## src/rtl/echo_fifo_n.sv

```systemverilog
`default_nettype none
// ============================================================================
// Module      : echo_fifo_n
// Description : Parametrised echo server. Tagged requests are transformed at
//               enqueue and held in a DEPTH-entry first-word-fall-through
//               FIFO. Responses are returned in strict order on the
//               indication port, which supports backpressure.
// Revision    : 1.0 - initial release
// ============================================================================
module echo_fifo_n #(
  parameter int WIDTH = 32,
  parameter int DEPTH = 4,
  parameter int CHW   = 2
) (
  input  logic                     CLK,
  input  logic                     nRST,
  input  logic                     echoReq__ENA,
  input  logic [WIDTH-1:0]         echoReq_v,
  input  logic [CHW-1:0]           echoReq_ch,
  input  logic [1:0]               echoReq_mode,
  output logic                     echoReq__RDY,
  output logic                     ind_echo__ENA,
  output logic [WIDTH-1:0]         ind_echo_v,
  output logic [CHW-1:0]           ind_echo_ch,
  input  logic                     ind_echo__RDY,
  output logic [$clog2(DEPTH):0]   occupancy,
  output logic [31:0]              echo_count
);

  localparam int              c_AW       = $clog2(DEPTH);
  localparam int              c_HALF     = WIDTH / 2;
  localparam int              c_EW       = CHW + WIDTH;
  localparam logic [c_AW:0]   c_FULL     = (c_AW+1)'(DEPTH);
  localparam logic [c_AW:0]   c_OCC_ONE  = (c_AW+1)'(1);
  localparam logic [c_AW-1:0] c_PTR_ONE  = c_AW'(1);
  localparam logic [1:0]      c_MODE_PASS = 2'd0;
  localparam logic [1:0]      c_MODE_INC  = 2'd1;
  localparam logic [1:0]      c_MODE_INV  = 2'd2;

  logic [c_EW-1:0]  r_mem [DEPTH];
  logic [c_AW-1:0]  r_wptr;
  logic [c_AW-1:0]  r_rptr;
  logic [c_AW:0]    r_occ;
  logic [31:0]      r_count;

  logic [WIDTH-1:0] w_swap;
  logic [WIDTH-1:0] w_xform;
  logic [c_EW-1:0]  w_head;
  logic             w_enq;
  logic             w_deq;

  // Half swap: upper and lower halves trade places; an odd middle bit stays put.
  for (genvar i = 0; i < WIDTH; i++) begin : g_swap
    if (i < c_HALF) begin : g_lo
      assign w_swap[i] = echoReq_v[i + WIDTH - c_HALF];
    end else if (i >= WIDTH - c_HALF) begin : g_hi
      assign w_swap[i] = echoReq_v[i - (WIDTH - c_HALF)];
    end else begin : g_mid
      assign w_swap[i] = echoReq_v[i];
    end
  end

  // Select the payload transform applied on the way into the FIFO.
  always_comb begin
    w_xform = echoReq_v;
    case (echoReq_mode)
      c_MODE_PASS: w_xform = echoReq_v;
      c_MODE_INC:  w_xform = echoReq_v + WIDTH'(1);
      c_MODE_INV:  w_xform = ~echoReq_v;
      default:     w_xform = w_swap;
    endcase
  end

  // Handshake flags come from registered occupancy only, so there is no
  // combinational path from either strobe to the opposite ready/valid.
  assign echoReq__RDY  = nRST && (r_occ != c_FULL);
  assign ind_echo__ENA = nRST && (r_occ != '0);
  assign w_enq         = echoReq__ENA && echoReq__RDY;
  assign w_deq         = ind_echo__ENA && ind_echo__RDY;

  // Head entry is presented whenever valid; zero otherwise (including reset).
  assign w_head      = r_mem[r_rptr];
  assign ind_echo_v  = ind_echo__ENA ? w_head[WIDTH-1:0]    : '0;
  assign ind_echo_ch = ind_echo__ENA ? w_head[c_EW-1:WIDTH] : '0;
  assign occupancy   = r_occ;
  assign echo_count  = r_count;

  // Storage write: the slot at the write pointer is never the live head
  // unless the FIFO is empty, so a stalled head cannot be disturbed.
  always_ff @(posedge CLK) begin
    if (w_enq) begin
      r_mem[r_wptr] <= {echoReq_ch, w_xform};
    end
  end

  // Pointers, occupancy and delivered-response counter.
  always_ff @(posedge CLK) begin
    if (!nRST) begin
      r_wptr  <= '0;
      r_rptr  <= '0;
      r_occ   <= '0;
      r_count <= '0;
    end else begin
      if (w_enq) begin
        r_wptr <= r_wptr + c_PTR_ONE;
      end
      if (w_deq) begin
        r_rptr  <= r_rptr + c_PTR_ONE;
        r_count <= r_count + 32'd1;
      end
      case ({w_enq, w_deq})
        2'b10:   r_occ <= r_occ + c_OCC_ONE;
        2'b01:   r_occ <= r_occ - c_OCC_ONE;
        default: r_occ <= r_occ;
      endcase
    end
  end

endmodule
`default_nettype wire

```

## config.mk

```make
export PLATFORM = sky130hd
export DESIGN_NAME = echo_fifo_n
export DESIGN_NICKNAME = d
export VERILOG_FILES = /design/src/rtl/echo_fifo_n.sv
export SDC_FILE = /design/constraint.sdc
export NUM_CORES = 1
export LEC_CHECK = 0
export CORE_MARGIN = 5
export CORE_UTILIZATION = 60
export CTS_CLUSTER_SIZE = 20
export DETAILED_ROUTE_END_ITERATION = 10
export PLACE_DENSITY = 0.95
export SLEW_MARGIN = 0
export SYNTH_ARGS = -nofsm -noshare
export SYNTH_HDL_FRONTEND = slang
export SYNTH_SLANG_ARGS = --single-unit
```

## constraint.sdc

```tcl
create_clock -name CLK -period 5.4 [get_ports CLK]
set_clock_uncertainty 0.15 [all_clocks]
set_input_delay 1.08 -clock CLK [delete_from_list [all_inputs] [get_ports CLK]]
set_output_delay 1.08 -clock CLK [all_outputs]
set_load 0.02 [all_outputs]
```

# ---- Word-level counts from Yosys, hierarchy flattened
# Memory sizes are Yosys's and may differ from the RTL's. A register that Yosys moved wholly into a read port is not among the register bits.
# Cells that the tools add are included.
dict set report op_classes {
  add_sub_neg 6
  eq_ne 5
  n_mux 8
  n_bitwise 1
  reduce_logical 7
}
# operator count
set op_table {}
lappend op_table {{one-hot mux 32 bit (3 select lines)} 1}
lappend op_table {{adder 32 x 1 -> 32 bit (second input constant)} 2}
lappend op_table {{two-way mux 32 bit} 1}
lappend op_table {{NOT 32 bit} 1}
lappend op_table {{two-way mux 2 bit} 3}
lappend op_table {{one-hot mux 3 bit (2 select lines)} 1}
lappend op_table {{adder 2 x 1 -> 2 bit (second input constant)} 2}
lappend op_table {{== test 2 x 1 -> 1 bit (second input constant)} 2}
lappend op_table {{== test 2 bit (second input constant)} 2}
lappend op_table {{logical AND 1 bit} 4}
lappend op_table {{adder 3 x 1 -> 3 bit (second input constant)} 1}
lappend op_table {{inequality test 3 bit (second input constant)} 1}
lappend op_table {{nonzero test 3 bit} 1}
lappend op_table {{subtractor 3 x 1 -> 3 bit (second input constant)} 1}
lappend op_table {{zero test 2 bit} 1}
lappend op_table {{two-way mux 1 bit} 2}
lappend op_table {{nonzero test 2 bit} 1}
dict set report word_totals {
  ff_bits 39
  ram_bits 136
  input_bits 40
  output_inout_bits 71
  word_cells 32
  n_memories 1
}
# memory words width read_ports rd_ports_with_merged_regs wr line_no
set memory_table {}
lappend memory_table {r_mem 4 34 1 1 1 40} ;# logic [c_EW-1:0] r_mem [DEPTH];

# ---- Logic depth before layout (Yosys ltp)
dict set report depth {
  ltp_word 5
  mapped_depth 10
  ltp_nobuf 10
}

# ---- Least setup slack after synthesis
# No wires, ideal clock.
dict set report synth_timing {
  kind {input to output}
  start {input nRST}
  end {output ind_echo_ch[0]}
  arrival_time_ns 1.999
  setup_slack_ns 2.171
  cell_stages 4
  n_path_buf 1
  path_cell_list {o31ai_1 inv_1 clkbuf_1 and2_1}
}
dict set report synth_via {
  elab_chain_len 2
}
# item line_no
set synth_lines {}
lappend synth_lines {{start, declared} 16} ;# input logic nRST,
lappend synth_lines {{logical AND 1 bit} 77} ;# assign ind_echo__ENA = nRST && (r_occ != '0);
lappend synth_lines {{named net ind_echo__ENA} 22} ;# output logic ind_echo__ENA,
lappend synth_lines {{two-way mux 2 bit} 84} ;# assign ind_echo_ch = ind_echo__ENA ? w_head[c_EW-1:WIDTH] : '0;
lappend synth_lines {{end, declared} 24} ;# output logic [CHW-1:0] ind_echo_ch,
# The timed path passes the listed nets, and every way through them passes these cells.

# ---- Worst setup path in the final report
dict set report layout_timing {
  start {input nRST}
  end {output ind_echo_v[22]}
}
dict set report layout_via {
  elab_chain_len 2
}
# item line_no
set layout_lines {}
lappend layout_lines {{logical AND 1 bit} 77}
lappend layout_lines {{two-way mux 32 bit} 83} ;# assign ind_echo_v = ind_echo__ENA ? w_head[WIDTH-1:0] : '0;
lappend layout_lines {{end, declared} 23} ;# output logic [WIDTH-1:0] ind_echo_v,
# Every way passes these cells.

==> Flow_metrics.wiki <==
{| class="wikitable"
! Metric !! Value
|-
| CTS clk-pin slew, worst paths || ~0.070 ns
|-
| Internal reg-to-reg setup slack || 2.10 ns
|-
| Required time reported for the critical path endpoint || 4.17 ns
|-
| Tmin final || 4.62 ns
|-
| Number of CTS-inserted buffers || 17
|-
| Nets || 834
|-
| Final worst-path cycle share || 0.855
|-
| Critical path type || input pin to output port
|-
| Crit path setup slack, layout || 0.784 ns
|-
| Routability-driven placement congestion ratio || 0.929
|-
| Mean post-synth cell area || about 12 um^2
|-
| Cell area after technology mapping || 8510 um^2
|-
| Via density || between 6 and 7
|-
| Total global-route track usage || 0.251
|-
| Setup crit start kind || input pin
|-
| Count of H-tree levels built during CTS || 4
|-
| Sequential-to-total area share from yosys stat || 0.576
|-
| CTS Sinks || 177
|-
| Crit path max fanout || 25
|-
| Area inside the core boundary || roughly 14000 um^2
|-
| Instance count of the mapped netlist || 690
|-
| Final instance area || 10300 um^2
|-
| Sum Neg Setup Slack || 0 ns
|-
| Ratio of total power to cell area || 303 nW/um^2
|-
| # Post-CTS Setup Buffers || 0
|-
| Dominant cell type by area after synthesis || sky130_fd_sc_hd__edfxtp_1
|-
| Warnings from Yosys || 0
|-
| Global route total overflow || 0
|-
| Detailed Routing Iterations Pass 1 || 6
|-
| CTS tree || built
|-
| Achievable clock frequency || between 200 and 250 MHz
|-
| Routed vias || 6183
|-
| Leading post-synthesis cells by cell area || sky130_fd_sc_hd__edfxtp_1, sky130_fd_sc_hd__dfxtp_1, sky130_fd_sc_hd__mux4_2, sky130_fd_sc_hd__nor2_1, sky130_fd_sc_hd__xor2_1
|-
| Routed WL per cell || 20.6 um
|-
| Clock latency on the worst-skew pair || 0.43 ns
|-
| Starting utilization of the core area || 0.613
|-
| FF-to-FF End || occupancy[2]$_SDFFE_PN0P_
|-
| Peak ir drop on the vdd network || about 220 uV
|-
| Source of the worst register-to-register timing path || occupancy[2]$_SDFFE_PN0P_
|-
| Number of antenna cells inserted || 0
|-
| Worst Hold Class || flip-flop to flip-flop
|-
| Worst-margin pin slew || between 0.9 and 1 ns
|-
| Cell row count || 43
|-
| Cts-stage hold buffer count || 0
|-
| Post-Place Cell Area || 9730 um^2
|-
| Reg2Reg Depth || 10
|-
| Buffers from clock root to sink, at most || 2
|-
| Boundary pin count || about 110
|-
| Largest net degree at the start of global routing || 38
|-
| Unrepaired setup endpoints after global routing || no
|-
| Die Y-Extent || 129 um
|-
| Count of distinct cell types in the synthesized netlist || 49
|-
| Setup Slack @ Placement || ~0.85 ns
|-
| Kind of capture point of the worst setup path || output port
|-
| Yosys top cell area share || 0.480
|-
| Remaining antenna violation count || 0
|-
| Number of enable flip-flop cells after synthesis || 136
|-
| Count of buffers from port buffering || 110
|-
| Vias in the first global route || 6230
|-
| Net count of the mapped netlist || 738
|-
| DRT Wirelength || 20200 um
|-
| Initial DRC count || 779
|-
| Global-route wire length before repair || 32200 um
|-
| Share of layout cells above drive strength 1 || 0.108
|-
| Buffer cell driving the clock tree root || sky130_fd_sc_hd__clkbuf_16
|-
| Horizontal die dimension || 129 um
|-
| Area Growth Syn to Fin || 21.1%
|-
| Prevailing post-synth register cell || sky130_fd_sc_hd__edfxtp_1
|-
| Arrival time worst endpoint || 3.39 ns
|-
| Async set-reset flop share out of synthesis || 0
|-
| DRC errors left || 0
|-
| Cts repair resizes || 0
|-
| Endpoint of the worst hold-timing path || echo_count[21]$_SDFFE_PN0P_
|-
| Initial antenna violation count || 0
|-
| Die ar. || 16700 um^2
|-
| Hold_sp || echo_count[21]$_SDFFE_PN0P_
|-
| Final setup violation count || 0
|-
| DP HPWL || ~13000 um
|-
| Number of maximum-capacitance constraint violations || 0
|-
| Worst slew margin relative to its limit || 0.345
|-
| Worst hold path depth || 2
|-
| Status || complete, no violations
|-
| Final-report max-slew violation count || 0
|-
| Leakage power figure || 3.42 nW
|-
| Register bit total from synthesis || 177
|-
| Number of hold violations in the final report || 0
|}
-- worst max path at each step --
stage               startpoint             end  slack (ns)  cells past startpoint
floorplan                 nRST  ind_echo_ch[0]        2.17                      4
detailed placement        nRST  ind_echo_v[25]        0.85                      6
global route              nRST  ind_echo_ch[0]        0.67                      6
CTS                       nRST  ind_echo_v[22]        0.77                      6
global placement          nRST  ind_echo_v[24]        0.95                      6
finish                    nRST  ind_echo_v[22]        0.78                      6
-- kinds of logic after synthesis --
kind of cell,Yosys count,synth area share
and+or+nand+nor,256,0.157
DFF,177,0.576
muxes,52,0.111
buffers and inverters,64,0.0310
xor gates and xnor gates,54,0.0555
adders and majority gates,8,0.0126
AOI/OAI and AO/OA,79,0.0564
-- layout make-up --
class	count	area (um^2)
clock inverters	9	78.8
inverters	20	75.1
clock buffers	23	500
repair buffers	121	1180
fillers	826	3570
flip-flops and latches	177	4910
multi-input cells	449	3350
well taps	180	225
-- sequential cells by signal, indices dropped and copies added, names as in the netlist, named ones only --
register and cells:
r_rptr 2, occupancy 3, echo_count 32, r_mem 136, r_wptr 2
-- worst max-delay path, cell delays in order --
cell and delay (ns):
sky130_fd_sc_hd__clkdlybuf4s50_1 0.61, sky130_fd_sc_hd__o31ai_1 0.23, sky130_fd_sc_hd__inv_1 0.32, sky130_fd_sc_hd__buf_4 0.35, sky130_fd_sc_hd__and2_1 0.19, sky130_fd_sc_hd__clkdlybuf4s50_1 0.61
-- synth_stat cells (all sizes together), types with 2 or more instances --
library cell  instances
a21oi                31
a22oi                 4
a311o                 2
a31oi                 4
and2                 41
and3                 10
and4                  6
buf                  15
clkbuf               29
dfxtp                41
edfxtp              136
ha                    7
inv                  20
mux2i                18
mux4                 34
nand2                42
nand2b                2
nand3                32
nand4                15
nor2                 70
nor2b                 2
nor3                 15
nor4                  8
o21ai                22
o31ai                 4
o32a                  5
or3                   7
or4                   4
xnor2                24
xor2                 30
-- routing by layer --
layer | track usage | vias up | routed length [um]
met4 | 0.100 | 0 | 596
met2 | 0.422 | 384 | 10200
met5 | 0 | - | 0
li1 | - | 2742 | -
met1 | 0.318 | 2992 | 7570
met3 | 0.0581 | 65 | 1770
-- placed cells by master, fill, tap and decap left out, types with 2 or more instances in the layout --
cell / count
sky130_fd_sc_hd__edfxtp_1: 136
sky130_fd_sc_hd__clkdlybuf4s50_1: 109
sky130_fd_sc_hd__nor2_1: 70
sky130_fd_sc_hd__nand2_1: 42
sky130_fd_sc_hd__and2_1: 41
sky130_fd_sc_hd__dfxtp_1: 40
sky130_fd_sc_hd__mux4_2: 34
sky130_fd_sc_hd__a21oi_1: 31
sky130_fd_sc_hd__nand3_1: 31
sky130_fd_sc_hd__xor2_1: 30
sky130_fd_sc_hd__xnor2_1: 24
sky130_fd_sc_hd__inv_1: 22
sky130_fd_sc_hd__o21ai_0: 22
sky130_fd_sc_hd__mux2i_1: 18
sky130_fd_sc_hd__clkbuf_16: 18
sky130_fd_sc_hd__nand4_1: 14
sky130_fd_sc_hd__nor3_1: 14
sky130_fd_sc_hd__buf_4: 11
sky130_fd_sc_hd__and3_1: 10
sky130_fd_sc_hd__or3_1: 7
sky130_fd_sc_hd__ha_1: 7
sky130_fd_sc_hd__and4_1: 6
sky130_fd_sc_hd__nor4_1: 5
sky130_fd_sc_hd__o32a_1: 5
sky130_fd_sc_hd__o31ai_1: 4
sky130_fd_sc_hd__a31oi_1: 4
sky130_fd_sc_hd__a22oi_1: 4
sky130_fd_sc_hd__or4_1: 3
sky130_fd_sc_hd__nor4_2: 3
sky130_fd_sc_hd__inv_4: 3
sky130_fd_sc_hd__clkbuf_8: 3
sky130_fd_sc_hd__nor2b_1: 2
sky130_fd_sc_hd__nand2b_1: 2
sky130_fd_sc_hd__clkinv_4: 2
-- metrics by stage --
| step | instances | power, mW | util | hold WS (ns) |
|---|---|---|---|---|
| 2_1_floorplan | 690 | 1.80 | - | 0.335 |
| 3_3_place_gp | 947 | 1.93 | 0.701 | 0.323 |
| 3_5_place_dp | 947 | 1.95 | 0.701 | 0.331 |
| 4_1_cts | 979 | 3.13 | 0.743 | 0.357 |
| 5_1_grt | 979 | 3.22 | 0.743 | 0.369 |
| 6_report | 979 | 3.12 | 0.743 | 0.357 |
-- where the power goes --
| group | switching [mW] | internal [mW] | total [mW] |
|---|---|---|---|
| clock network | 0.489 | 0.699 | 1.19 |
| registers | 0.0187 | 1.52 | 1.54 |
| logic | 0.221 | 0.171 | 0.392 |
(Power assumes the default switching activity.)
